[config.mk]
export PLATFORM = sky130hd
export DESIGN_NAME = div_unit
export DESIGN_NICKNAME = d
export VERILOG_FILES = /design/src/rtl/div_unit_pkg.sv /design/src/rtl/div_unit_step.sv /design/src/rtl/div_unit.sv
export SDC_FILE = /design/constraint.sdc
export NUM_CORES = 1
export LEC_CHECK = 0
export BUFFER_PORTS_ARGS = -buffer_cell sky130_fd_sc_hd__buf_2
export CORE_MARGIN = 4
export CORE_UTILIZATION = 55
export DETAILED_ROUTE_END_ITERATION = 12
export PLACE_DENSITY = 0.82
export SYNTH_ARGS = -nofsm -noshare
export SYNTH_HDL_FRONTEND = slang
export SYNTH_SLANG_ARGS = --single-unit
[constraint.sdc]
create_clock -name clk -period 9.7 [get_ports clk]
set_input_delay 1.455 -clock clk [delete_from_list [all_inputs] [get_ports clk]]
set_output_delay 1.455 -clock clk [all_outputs]
set_load 0.1 [all_outputs]
[src/rtl/div_unit_pkg.sv]
// ----------------------------------------------------------------------------
// div_unit_pkg -- RV32M divide encodings and FSM state codes
// Rev 1.0
// ----------------------------------------------------------------------------
`default_nettype none

package div_unit_pkg;

    localparam logic [2:0] DIV_F3    = 3'b100;
    localparam logic [2:0] DIVU_F3   = 3'b101;
    localparam logic [2:0] REM_F3    = 3'b110;
    localparam logic [2:0] REMU_F3   = 3'b111;
    localparam logic [6:0] MULDIV_F7 = 7'b0000001;

    localparam logic [1:0] DIV_IDLE  = 2'd0;
    localparam logic [1:0] DIV_RUN   = 2'd1;
    localparam logic [1:0] DIV_DONE  = 2'd2;

    // func3[0] clear selects the signed variants, func3[1] set selects remainder
    function automatic logic f3_is_signed(input logic [2:0] f3);
        return ~f3[0];
    endfunction

    function automatic logic f3_is_rem(input logic [2:0] f3);
        return f3[1];
    endfunction

endpackage

`default_nettype wire

[src/rtl/div_unit_step.sv]
// ----------------------------------------------------------------------------
// div_step -- one restoring shift/trial-subtract divide step
// Rev 1.0
// ----------------------------------------------------------------------------
`default_nettype none

module div_step #(
    parameter int XLEN = 32
) (
    input  logic [XLEN-1:0] rem_i,
    input  logic [XLEN-1:0] quo_i,
    input  logic [XLEN-1:0] div_i,
    output logic [XLEN-1:0] rem_o,
    output logic [XLEN-1:0] quo_o
);

    logic [XLEN:0] shift_w;
    logic [XLEN:0] diff_w;

    // One extra bit: the shifted remainder can reach 2*divisor-1
    assign shift_w = {rem_i, quo_i[XLEN-1]};
    assign diff_w  = shift_w - {1'b0, div_i};

    assign rem_o = diff_w[XLEN] ? shift_w[XLEN-1:0] : diff_w[XLEN-1:0];
    assign quo_o = {quo_i[XLEN-2:0], ~diff_w[XLEN]};

endmodule

`default_nettype wire

[src/rtl/div_unit.sv]
// ----------------------------------------------------------------------------
// div_unit -- iterative RV32M DIV/DIVU/REM/REMU unit with pipeline stall
// Rev 1.0
// ----------------------------------------------------------------------------
`default_nettype none

module div_unit
    import div_unit_pkg::*;
#(
    parameter int XLEN  = 32,
    parameter int CNT_W = 6
) (
    input  logic            clk,
    input  logic            rst,
    input  logic            start,
    input  logic [2:0]      func3,
    input  logic [XLEN-1:0] op_a,
    input  logic [XLEN-1:0] op_b,
    input  logic            flush,
    output logic            stall,
    output logic            busy,
    output logic            done,
    output logic [XLEN-1:0] result
);

    localparam logic [XLEN-1:0] XLEN_MIN = {1'b1, {(XLEN-1){1'b0}}};

    logic [1:0]      state_q, state_d;
    logic [CNT_W-1:0] cnt_q, cnt_d;
    logic [XLEN-1:0] rem_q, rem_d;
    logic [XLEN-1:0] quo_q, quo_d;
    logic [XLEN-1:0] dvs_q, dvs_d;
    logic [XLEN-1:0] result_q, result_d;
    logic            signed_q, signed_d;
    logic            is_rem_q, is_rem_d;
    logic            sign_a_q, sign_a_d;
    logic            sign_b_q, sign_b_d;

    logic            accept_w;
    logic            req_signed_w;
    logic            sa_w, sb_w;
    logic [XLEN-1:0] mag_a_w, mag_b_w;
    logic            div_zero_w, ovf_w;
    logic [XLEN-1:0] special_w;
    logic [XLEN-1:0] step_rem_w, step_quo_w;
    logic [XLEN-1:0] quo_fix_w, rem_fix_w;

    assign accept_w     = (state_q == DIV_IDLE) & start & func3[2] & ~flush;
    assign req_signed_w = f3_is_signed(func3);
    assign sa_w         = req_signed_w & op_a[XLEN-1];
    assign sb_w         = req_signed_w & op_b[XLEN-1];
    assign mag_a_w      = sa_w ? (-op_a) : op_a;
    assign mag_b_w      = sb_w ? (-op_b) : op_b;
    assign div_zero_w   = (op_b == '0);
    assign ovf_w        = req_signed_w & (op_a == XLEN_MIN) & (op_b == '1);

    always_comb begin
        special_w = '0;
        if (div_zero_w) begin
            special_w = f3_is_rem(func3) ? op_a : '1;
        end else begin
            special_w = f3_is_rem(func3) ? '0 : XLEN_MIN;
        end
    end

    div_step #(
        .XLEN (XLEN)
    ) u_step (
        .rem_i (rem_q),
        .quo_i (quo_q),
        .div_i (dvs_q),
        .rem_o (step_rem_w),
        .quo_o (step_quo_w)
    );

    // Sign fix-up is applied to the outputs of the final step
    assign quo_fix_w = (signed_q & (sign_a_q ^ sign_b_q)) ? (-step_quo_w) : step_quo_w;
    assign rem_fix_w = (signed_q & sign_a_q) ? (-step_rem_w) : step_rem_w;

    always_comb begin
        state_d  = state_q;
        cnt_d    = cnt_q;
        rem_d    = rem_q;
        quo_d    = quo_q;
        dvs_d    = dvs_q;
        result_d = result_q;
        signed_d = signed_q;
        is_rem_d = is_rem_q;
        sign_a_d = sign_a_q;
        sign_b_d = sign_b_q;
        case (state_q)
            DIV_IDLE: begin
                if (accept_w) begin
                    signed_d = req_signed_w;
                    is_rem_d = f3_is_rem(func3);
                    sign_a_d = sa_w;
                    sign_b_d = sb_w;
                    if (div_zero_w || ovf_w) begin
                        result_d = special_w;
                        state_d  = DIV_DONE;
                    end else begin
                        rem_d   = '0;
                        quo_d   = mag_a_w;
                        dvs_d   = mag_b_w;
                        cnt_d   = '0;
                        state_d = DIV_RUN;
                    end
                end
            end
            DIV_RUN: begin
                if (flush) begin
                    state_d = DIV_IDLE;
                end else begin
                    rem_d = step_rem_w;
                    quo_d = step_quo_w;
                    cnt_d = cnt_q + 1'b1;
                    if (cnt_q == CNT_W'(XLEN - 1)) begin
                        result_d = is_rem_q ? rem_fix_w : quo_fix_w;
                        state_d  = DIV_DONE;
                    end
                end
            end
            DIV_DONE: state_d = DIV_IDLE;
            default:  state_d = DIV_IDLE;
        endcase
    end

    always_ff @(posedge clk) begin
        if (rst) begin
            state_q  <= DIV_IDLE;
            cnt_q    <= '0;
            rem_q    <= '0;
            quo_q    <= '0;
            dvs_q    <= '0;
            result_q <= '0;
            signed_q <= 1'b0;
            is_rem_q <= 1'b0;
            sign_a_q <= 1'b0;
            sign_b_q <= 1'b0;
        end else begin
            state_q  <= state_d;
            cnt_q    <= cnt_d;
            rem_q    <= rem_d;
            quo_q    <= quo_d;
            dvs_q    <= dvs_d;
            result_q <= result_d;
            signed_q <= signed_d;
            is_rem_q <= is_rem_d;
            sign_a_q <= sign_a_d;
            sign_b_q <= sign_b_d;
        end
    end

    assign stall  = accept_w | (state_q == DIV_RUN);
    assign busy   = (state_q == DIV_RUN);
    assign done   = (state_q == DIV_DONE) & ~flush;
    assign result = result_q;

endmodule

`default_nettype wire

Word-level counts from Yosys, hierarchy flattened. Cells that the tools add are included.

Add/subtract/negate cells: 6. Equal/unequal tests: 11. Mux-type cells: 31. Bitwise operators: 16. Reductions and logical operators: 9.

Operator list (number): two-way mux 32 bit (19); one-hot mux 32 bit (2 select lines) (3); negator 32 bit (4); == test 32 bit (second input constant) (2); subtractor 33 x 32 -> 33 bit (1); logical NOT 32 bit (1); two-way mux 6 bit (3); one-hot mux 6 bit (2 select lines) (1); bitwise AND 1 bit (10); two-way mux 2 bit (4); adder 6 x 1 -> 6 bit (second input constant) (1); == test 6 x 5 -> 1 bit (second input constant) (1); inequality test 2 bit (second input constant) (3); AND reduction 5 bit (1); inequality test 2 x 1 -> 1 bit (second input constant) (2); inverter 1 bit (4); one-hot mux 2 bit (2 select lines) (1); AND reduction 2 bit (2); AND reduction 4 bit (1); inequality test 3 x 2 -> 1 bit (second input constant) (1); AND reduction 3 bit (1); == test 2 x 1 -> 1 bit (second input constant) (1); == test 2 bit (second input constant) (1); logical NOT 2 bit (1); 4 further kinds (4).

Register bits: 140. Input bits: 71. Output and inout port bits: 35. Logic and storage cells: 83.

Longest topological paths before layout. Gate-level depths: netlist of run 1.

Depth in word-level cells: 8. Gate-level depth with buffers: 25. Mapped depth without buffers: 23.

Modules after synthesis. A second synthesis of run 1 with hierarchy kept.

Cell total of the unflattened synthesis: 1507. Area, all modules: 11143.2 µm².

Modules (own cells, without submodules): div_unit (times used 1, cells an instance 1165, area each 8654.6 µm², sequential area each 2802.7 µm²); div_step (times used 1, cells an instance 342, area each 2488.6 µm², sequential area each 0.0 µm²).

Worst setup path before layout of run 1. Ideal clock, no wire load.

Path kind: input to output. Start point: input port flush. End point: output port done. Data arrival time: 3643 ps. Data required time: 8245 ps. Path slack: 4602 ps. Stages: 1. Cells stage by stage: nor3b_1.

Cells in the longest elaborated chain, start to end: 2.

RTL lines: from (decl) (line div_unit.sv:19) `input logic flush,`; inverter 1 bit (line div_unit.sv:156) `assign done = (state_q == DIV_DONE) & ~flush;`; bitwise AND 1 bit (line div_unit.sv:156); to (decl) (line div_unit.sv:22) `output logic done,`.

Every way passes these cells.

Worst setup path in the final report of run 1.
Start point: register quo_q[31]. End point: register result_q[28] (netlist: result[28]).

Cells in the longest elaborated chain, start to end: 8. Elaborated cells on any way between the ends: 11.

RTL lines: from (decl) (line div_unit.sv:31) `logic [XLEN-1:0] quo_q, quo_d;`; from (signal assigned) (line div_unit.sv:144) `quo_q <= quo_d;`; subtractor 33 x 32 -> 33 bit (line div_unit_step.sv:22) `assign diff_w = shift_w - {1'b0, div_i};`; two-way mux 32 bit or inverter 1 bit (tied branches) (line div_unit_step.sv:24, div_unit_step.sv:25); negator 32 bit, on equally long branches (line div_unit.sv:78, div_unit.sv:77); two-way mux 32 bit, on equally long branches (line div_unit.sv:78, div_unit.sv:77); two-way mux 32 bit (*) (line div_unit.sv:118) `result_d = is_rem_q ? rem_fix_w : quo_fix_w;`; two-way mux 32 bit (*) (line div_unit.sv:117) `if (cnt_q == CNT_W'(XLEN - 1)) begin`; two-way mux 32 bit (*) (line div_unit.sv:111) `if (flush) begin`; one-hot mux 32 bit (2 select lines) (*) (line div_unit.sv:91) `case (state_q)`; to (signal assigned) (line div_unit.sv:146) `result_q <= result_d;`; to (decl) (line div_unit.sv:33) `logic [XLEN-1:0] result_q, result_d;`.

Every way passes the cells marked *; elsewhere a longest branch is shown, timed or not. The select of a mux whose other input is x is not followed. A chain may end at the register's enable or synchronous reset.

==> flow_summary.toml, run 1 <==
[synthesis]
synth_area_um2 = 11650
synthCells = 1619
synth.most_common_cell = "nor2_1"
yosys-top-cells-area = "dfxtp_1, nor2_1, a21oi_1"
synth_flop_cell = "dfxtp_1"
synthAdderAreaFrac_pct = 4.254
synth_mux_area_share_pct = 3.384
synth_cell_types = 86
synth-simple-area-share_pct = 23.86
synth_edf_count = 0
synth_top_family_by_area = "compound AO/OA/AOI/OAI gates"
synth.avg_cell_area_um2 = 7.194
ys_seq_area_share_pct = 24.06
ys_ff_latch = 140
synth_nets = 1729
synth_compound_area_share_pct = 28.53
ys_async_sr_fraction_pct = 0
synth.top_cells.by_count = "nor2_1, a21oi_1, dfxtp_1, nand2_1, o21ai_0"
synth_top_area_share_pct = 24.06
synthXorXnorAreaFrac_pct = 10.30
synth_warnings = 0
synth.largest_area_cell = "dfxtp_1"

[timing]
fin_skew_ns = 0.01187
finalSetupViolCount = 0
timing.final.crit_share_pct = 58.40
rsz0062_at_grt = "no"
layout_setup_ws_ns = 4.036
min_period_ns = 5.664
final.setup.tns_ns = 0
report.final.slew_viol_count = 0
fmax_ghz = 0.1765
worst_slew_pin_slew_ns = 1.287
final_hold_viol_count = 0
relSlewSlack_pct = 14.18

[setup_path]
timing.critical_path.from = "quo_q[31]$_SDFFE_PP0P_"
timing.rr.start = "quo_q[31]$_SDFFE_PP0P_"
crit_required_ns = 10.07
cp_max_fo = 34
worst-setup-path-type = "register to register"
cp.arrival_ns = 6.04
end_kind = "register"
critPathLaunchType = "register"

[layout]
final_net_count = 1769
syn_to_final_growth_pct = 9.701
fill_cells = 1915
multi_input_area_um2 = 8218
finalInstanceArea_um2 = 12780
instances_no_fill = 1940
antenna-diode-count = 0
post-route-util_pct = 62.15
drive_above_1_share_pct = 11.62
seq_area_um2 = 2803

[die]
die_w_um = 153.5
die_area_um2 = 23570
rows = 52
ioPinCount = 106
initial_core_util_pct = 56.65
core_um2 = 20560
die_h_um = 153.5

[global_routing]
grt-ovfl-total = 0
grt_max_degree = 103
grt_pass1_vias = 11673
grt_use_total_pct = 30.79
antenna_found_initial = 0
grt_first_pass_wirelength_um = 60260

[placement]
place_ws_ns = 4.253
dpl_cell_area_um2 = 12230
dp.cells = 1910
dp_hpwl_um = 28170
gp_congestion = 0.9423
portBuffers = 105

[clocking]
htreeDepth = 4
post_cts_buffers = 0
cts_root_buf = "clkbuf_16"
clockBufferDepth = 2
ctsHoldBuffers = 0
clk_latency_ns = 0.43
cts_resized = 0
cts_buffers = 17
cts_tree = "yes"
cts.clk_slew.worst_paths_ns = 0.06
cts_sinks = 140

[routing]
wl_um = 37750
ant_nets = 0
wire_per_inst_um = 19.46
first_pass_iters = 8
drc_errors = 0
drt_iter0_markers = 1355
viasPerCell = 6.493
vias = 12597

[worst_hold_path]
hold_start = "result[20]$_SDFFE_PP0P_"
min_path_type = "register to register"

[flow_run]
maxCapViolCount = 0

[run_status]
status = "complete, no violations"

[power]
leakage_uw = 0.005017
power.density_nw_per_um2 = 136.2
vdd_drop_max_uv = 123.3
[path summary, 6_finish.rpt]
path                                           endpoint  slack (ns)  depth (start not counted)
worst min-delay path            result[20]$_SDFFE_PP0P_        0.46                          2
worst min register to register  result[20]$_SDFFE_PP0P_        0.46                          2
worst max register to register  result[28]$_SDFFE_PP0P_        4.04                         23
worst max-delay path            result[28]$_SDFFE_PP0P_        4.04                         23
[per-layer routing]
metal	up-vias	track usage, %	wire length [µm]
li1	5931	-	-
met1	5878	41.68	15940
met2	654	47.94	16690
met3	134	5.228	3264
met4	0	14.42	1860
met5	-	0	0
[through the flow]
step,total power (µW),hold WS (ns)
global placement,1103,0.4416
global route,1810,0.4705
detailed placement,1113,0.4513
floorplan,976.3,0.4319
CTS,1730,0.4596
finish,1740,0.4584
[layout make-up]
cell class              count  area share [%]
clock buffers              17           3.329
clock inverters            13          0.9401
inverters                  60           1.763
multi-input cells        1319           64.32
flip-flops and latches    140           21.93
well taps                 270           2.644
repair buffers            121           5.072
[logic make-up after synthesis]
family | count (synthesis)
adder cells (fa/ha/maj) | 39
AND/OR/NAND/NOR | 592
flip-flops | 140
buffers and inverters | 160
AO/OA/AOI/OAI | 513
multiplexers | 38
XOR/XNOR | 137
[report_power, final]
part	internal, µW	total [µW]	switching [µW]
sequential	594	613	18.8
clock	351	622	271
combinational	174	505	331
[registers in the layout, indices dropped and copies added (netlist names)]
| register | flops |
|---|---|
| sign_b_q | 1 |
| state_q | 2 |
| quo_q | 32 |
| signed_q | 1 |
| cnt_q | 6 |
| is_rem_q | 1 |
| result | 32 |
| rem_q | 32 |
| dvs_q | 32 |
| sign_a_q | 1 |
[critical path, cell delays in order (launching register included)]
cell	delay, ns
dfxtp_1	0.35
inv_1	0.09
ha_1	0.17
inv_1	0.07
fa_1	0.41
a211oi_2	0.30
o211ai_2	0.26
nand3_1	0.22
a21o_1	0.18
nand3_1	0.38
and2_2	0.36
inv_2	0.44
nor2_1	0.10
a21oi_1	0.22
ha_1	0.29
nand2_1	0.09
nor3_1	0.21
nand2_1	0.09
a21oi_1	0.12
a31oi_1	0.15
nor3_2	0.32
nand4b_1	0.16
a2111oi_0	0.45
a211o_1	0.15
[placed cells by master (no fill, tap or decap), types with 8 or more instances in the layout]
master / synthesis / layout
nor2_1: 264 / 262
a21oi_1: 160 / 160
dfxtp_1: 140 / 140
nand2_1: 117 / 117
buf_2: 18 / 104
o21ai_0: 97 / 97
a211oi_1: 76 / 76
xnor2_1: 70 / 70
xor2_1: 67 / 67
inv_1: 59 / 59
nor3_1: 38 / 38
ha_1: 38 / 38
mux2i_1: 27 / 27
nand3_1: 26 / 26
a31oi_1: 23 / 23
or3_1: 19 / 19
nand4_1: 17 / 17
and2_1: 18 / 17
nor4_1: 18 / 17
o31ai_1: 17 / 17
clkbuf_16: 0 / 17
buf_4: 0 / 17
nand2b_1: 16 / 15
a22oi_1: 15 / 15
a21o_1: 14 / 14
o211ai_1: 13 / 13
mux2_2: 11 / 11
o41ai_1: 10 / 10
a311oi_1: 9 / 9
and3_1: 8 / 8
or4_1: 8 / 8
o21bai_1: 9 / 8
Note: power is estimated with default switching activity, not from simulation.
==> run 2: changes to the inputs <==
--- a/config.mk
+++ b/config.mk
@@ -9,7 +9,7 @@
 export CORE_MARGIN = 4
 export CORE_UTILIZATION = 55
 export DETAILED_ROUTE_END_ITERATION = 12
-export PLACE_DENSITY = 0.82
+export PLACE_DENSITY = 0.85
 export SYNTH_ARGS = -nofsm -noshare
 export SYNTH_HDL_FRONTEND = slang
 export SYNTH_SLANG_ARGS = --single-unit
==> constraint.sdc (replaced) <==
create_clock -name clk -period 5.1 [get_ports clk]
set_input_delay 0.765 -clock clk [delete_from_list [all_inputs] [get_ports clk]]
set_output_delay 0.765 -clock clk [all_outputs]
set_load 0.1 [all_outputs]
==> run 2 against run 1 <==
Effect of this change: clock power up 120%; non-clock buffer count up 12; cell count up 0.72%; critical path depth unchanged; wire length up 2.6%; flip-flop and latch count unchanged; sequential share of layout area down 0.34 points; sequential power up 89%; hold slack worse by 0.0080 ns; largest power group unchanged.
==> flow_summary.toml, run 2 (synthesis gave the netlist of run 1 again) <==
[run_status]
status = "complete, no violations"

[timing]
relSlewSlack_pct = 26.28
timing.final.crit_share_pct = 91.42
final_hold_viol_count = 0
worst_slew_pin_slew_ns = 1.105
fmax_ghz = 0.2145
report.final.slew_viol_count = 0
fin_skew_ns = 0.01208
rsz0062_at_grt = "no"
finalSetupViolCount = 0
min_period_ns = 4.662
final.setup.tns_ns = 0

[placement]
dp_hpwl_um = 28900
gp_congestion = 1.018
portBuffers = 105

[power]
totalPowerFinal_uw = 3500
power.density_nw_per_um2 = 269.7
leakage_uw = 0.005138
vdd_drop_max_uv = 220.8

[global_routing]
grt_use_total_pct = 31.54
grt_pass1_vias = 11763
antenna_found_initial = 1
grt_max_degree = 78
grt-ovfl-total = 0
grt_first_pass_wirelength_um = 61740

[layout]
fill_cells = 1883
syn_to_final_growth_pct = 11.41
layout_commonest_cell = "nor2_1"
final_net_count = 1781
drive_above_1_share_pct = 12.41
antenna-diode-count = 0
mostFrequentLayoutCells = "nor2_1, a21oi_1, dfxtp_1"

[routing]
ant_nets = 0
first_pass_iters = 6
drc_errors = 0
drt_iter0_markers = 1460
wire_per_inst_um = 19.82
viasPerCell = 6.499
wl_um = 38720
vias = 12700

[die]
die_area_um2 = 23570
core_um2 = 20560
ioPinCount = 106
rows = 52
die_w_um = 153.5
initial_core_util_pct = 56.65
die_h_um = 153.5

[clocking]
cts.clk_slew.worst_paths_ns = 0.06
htreeDepth = 4
clk_latency_ns = 0.44
cts_tree = "yes"
clockBufferDepth = 2
cts_buffers = 17
cts_root_buf = "clkbuf_16"
cts_sinks = 140
ctsHoldBuffers = 0

[flow_run]
maxCapViolCount = 0

[setup_path]
crit_required_ns = 5.48
timing.critical_path.from = "quo_q[31]$_SDFFE_PP0P_"
cp.arrival_ns = 5.04
cp_max_fo = 9
critPathLaunchType = "register"
worstPathCellList = "inv_1, ha_1, inv_1, fa_1, a211oi_2, o211ai_2, nand3_1, a21o_1, nand3_1, and2_2, inv_2, nor2_1, a21oi_1, ha_1, nand2_1, nor3_1, nand2_1, a21oi_1, a31oi_1, nor3_2, nand4b_1, a2111oi_1, a211o_1"
worst-setup-path-type = "register to register"
cp_slowest_stage_delay_ns = 0.44
timing.rr.start = "quo_q[31]$_SDFFE_PP0P_"
end_kind = "register"
slowest_stage = "a2111oi_1"

[worst_hold_path]
min_path_type = "register to register"
hold_start = "result[20]$_SDFFE_PP0P_"
==> run 2: cell types whose count changed in the layout (fill, tap and decap cells not counted), sizes merged <==
cell / delta
bufinv: +1
buf: +12
inv: +4
clkinv: +1
clkinvlp: -4
==> run 2: worst max-delay path, delay by kind of cell, from the launching register on <==
family | cells | cell delay, ns
adders and majority gates | 3 | 0.90
and+or+nand+nor | 9 | 1.34
DFF | 1 | 0.35
buffers and inverters | 3 | 0.32
AOI/OAI and AO/OA | 8 | 1.70
==> run 2: per-stage QoR <==
| step | cells | hold slack (ns) | setup WS [ns] | util, % | instance area [µm²] |
|---|---|---|---|---|---|
| 6_report | 1954 | 0.4504 | 0.4377 | 63.11 | 12980 |
| 5_1_grt | 1954 | 0.4886 | 0.01061 | 63.11 | 12980 |
| 3_5_place_dp | 1921 | 0.4448 | 0.4801 | 60.03 | 12340 |
| 3_3_place_gp | 1921 | 0.4376 | 0.6036 | 60.03 | 12340 |
| 4_1_cts | 1953 | 0.4529 | 0.4481 | 63.07 | 12970 |
| 2_1_floorplan | 1619 | 0.4319 | 0.5582 | - | 11650 |
==> run 2: final timing paths <==
| check | end | slack, ns | cells past startpoint |
|---|---|---|---|
| setup / recovery | result[28]$_SDFFE_PP0P_ | 0.44 | 23 |
| hold / removal | result[20]$_SDFFE_PP0P_ | 0.45 | 2 |
| setup reg to reg | result[28]$_SDFFE_PP0P_ | 0.44 | 23 |
| hold reg to reg | result[20]$_SDFFE_PP0P_ | 0.45 | 2 |
==> run 2: where the power goes <==
part	leakage (µW)	internal, µW	switching (µW)	total, µW
registers	0.00113	1130	34.5	1160
logic	0.00370	346	649	995
clock network	0.000304	751	589	1340
total	0.00514	2230	1270	3500
==> run 2: layout make-up <==
cell class / count / area [µm²] / area share [%]
repair buffers: 133 / 763.2 / 5.882
well taps: 270 / 337.8 / 2.603
flip-flops and latches: 140 / 2803 / 21.60
clock buffers: 17 / 425.4 / 3.278
clock inverters: 15 / 200.2 / 1.543
multi-input cells: 1319 / 8222 / 63.36
inverters: 60 / 225.2 / 1.736
==> run 2: metal layers <==
metal / share of wire (%) / global-route usage [%]
met5: 0.034 / 0
met4: 3.7 / 10.85
met3: 11 / 7.307
met2: 44 / 49.47
met1: 41 / 42.82
==> run 2: what timing repair did <==
item                                    4_1_cts  5_1_grt
gates resized for setup                       0        1
endpoints found under the setup margin        0        1
buffers inserted                              0        1
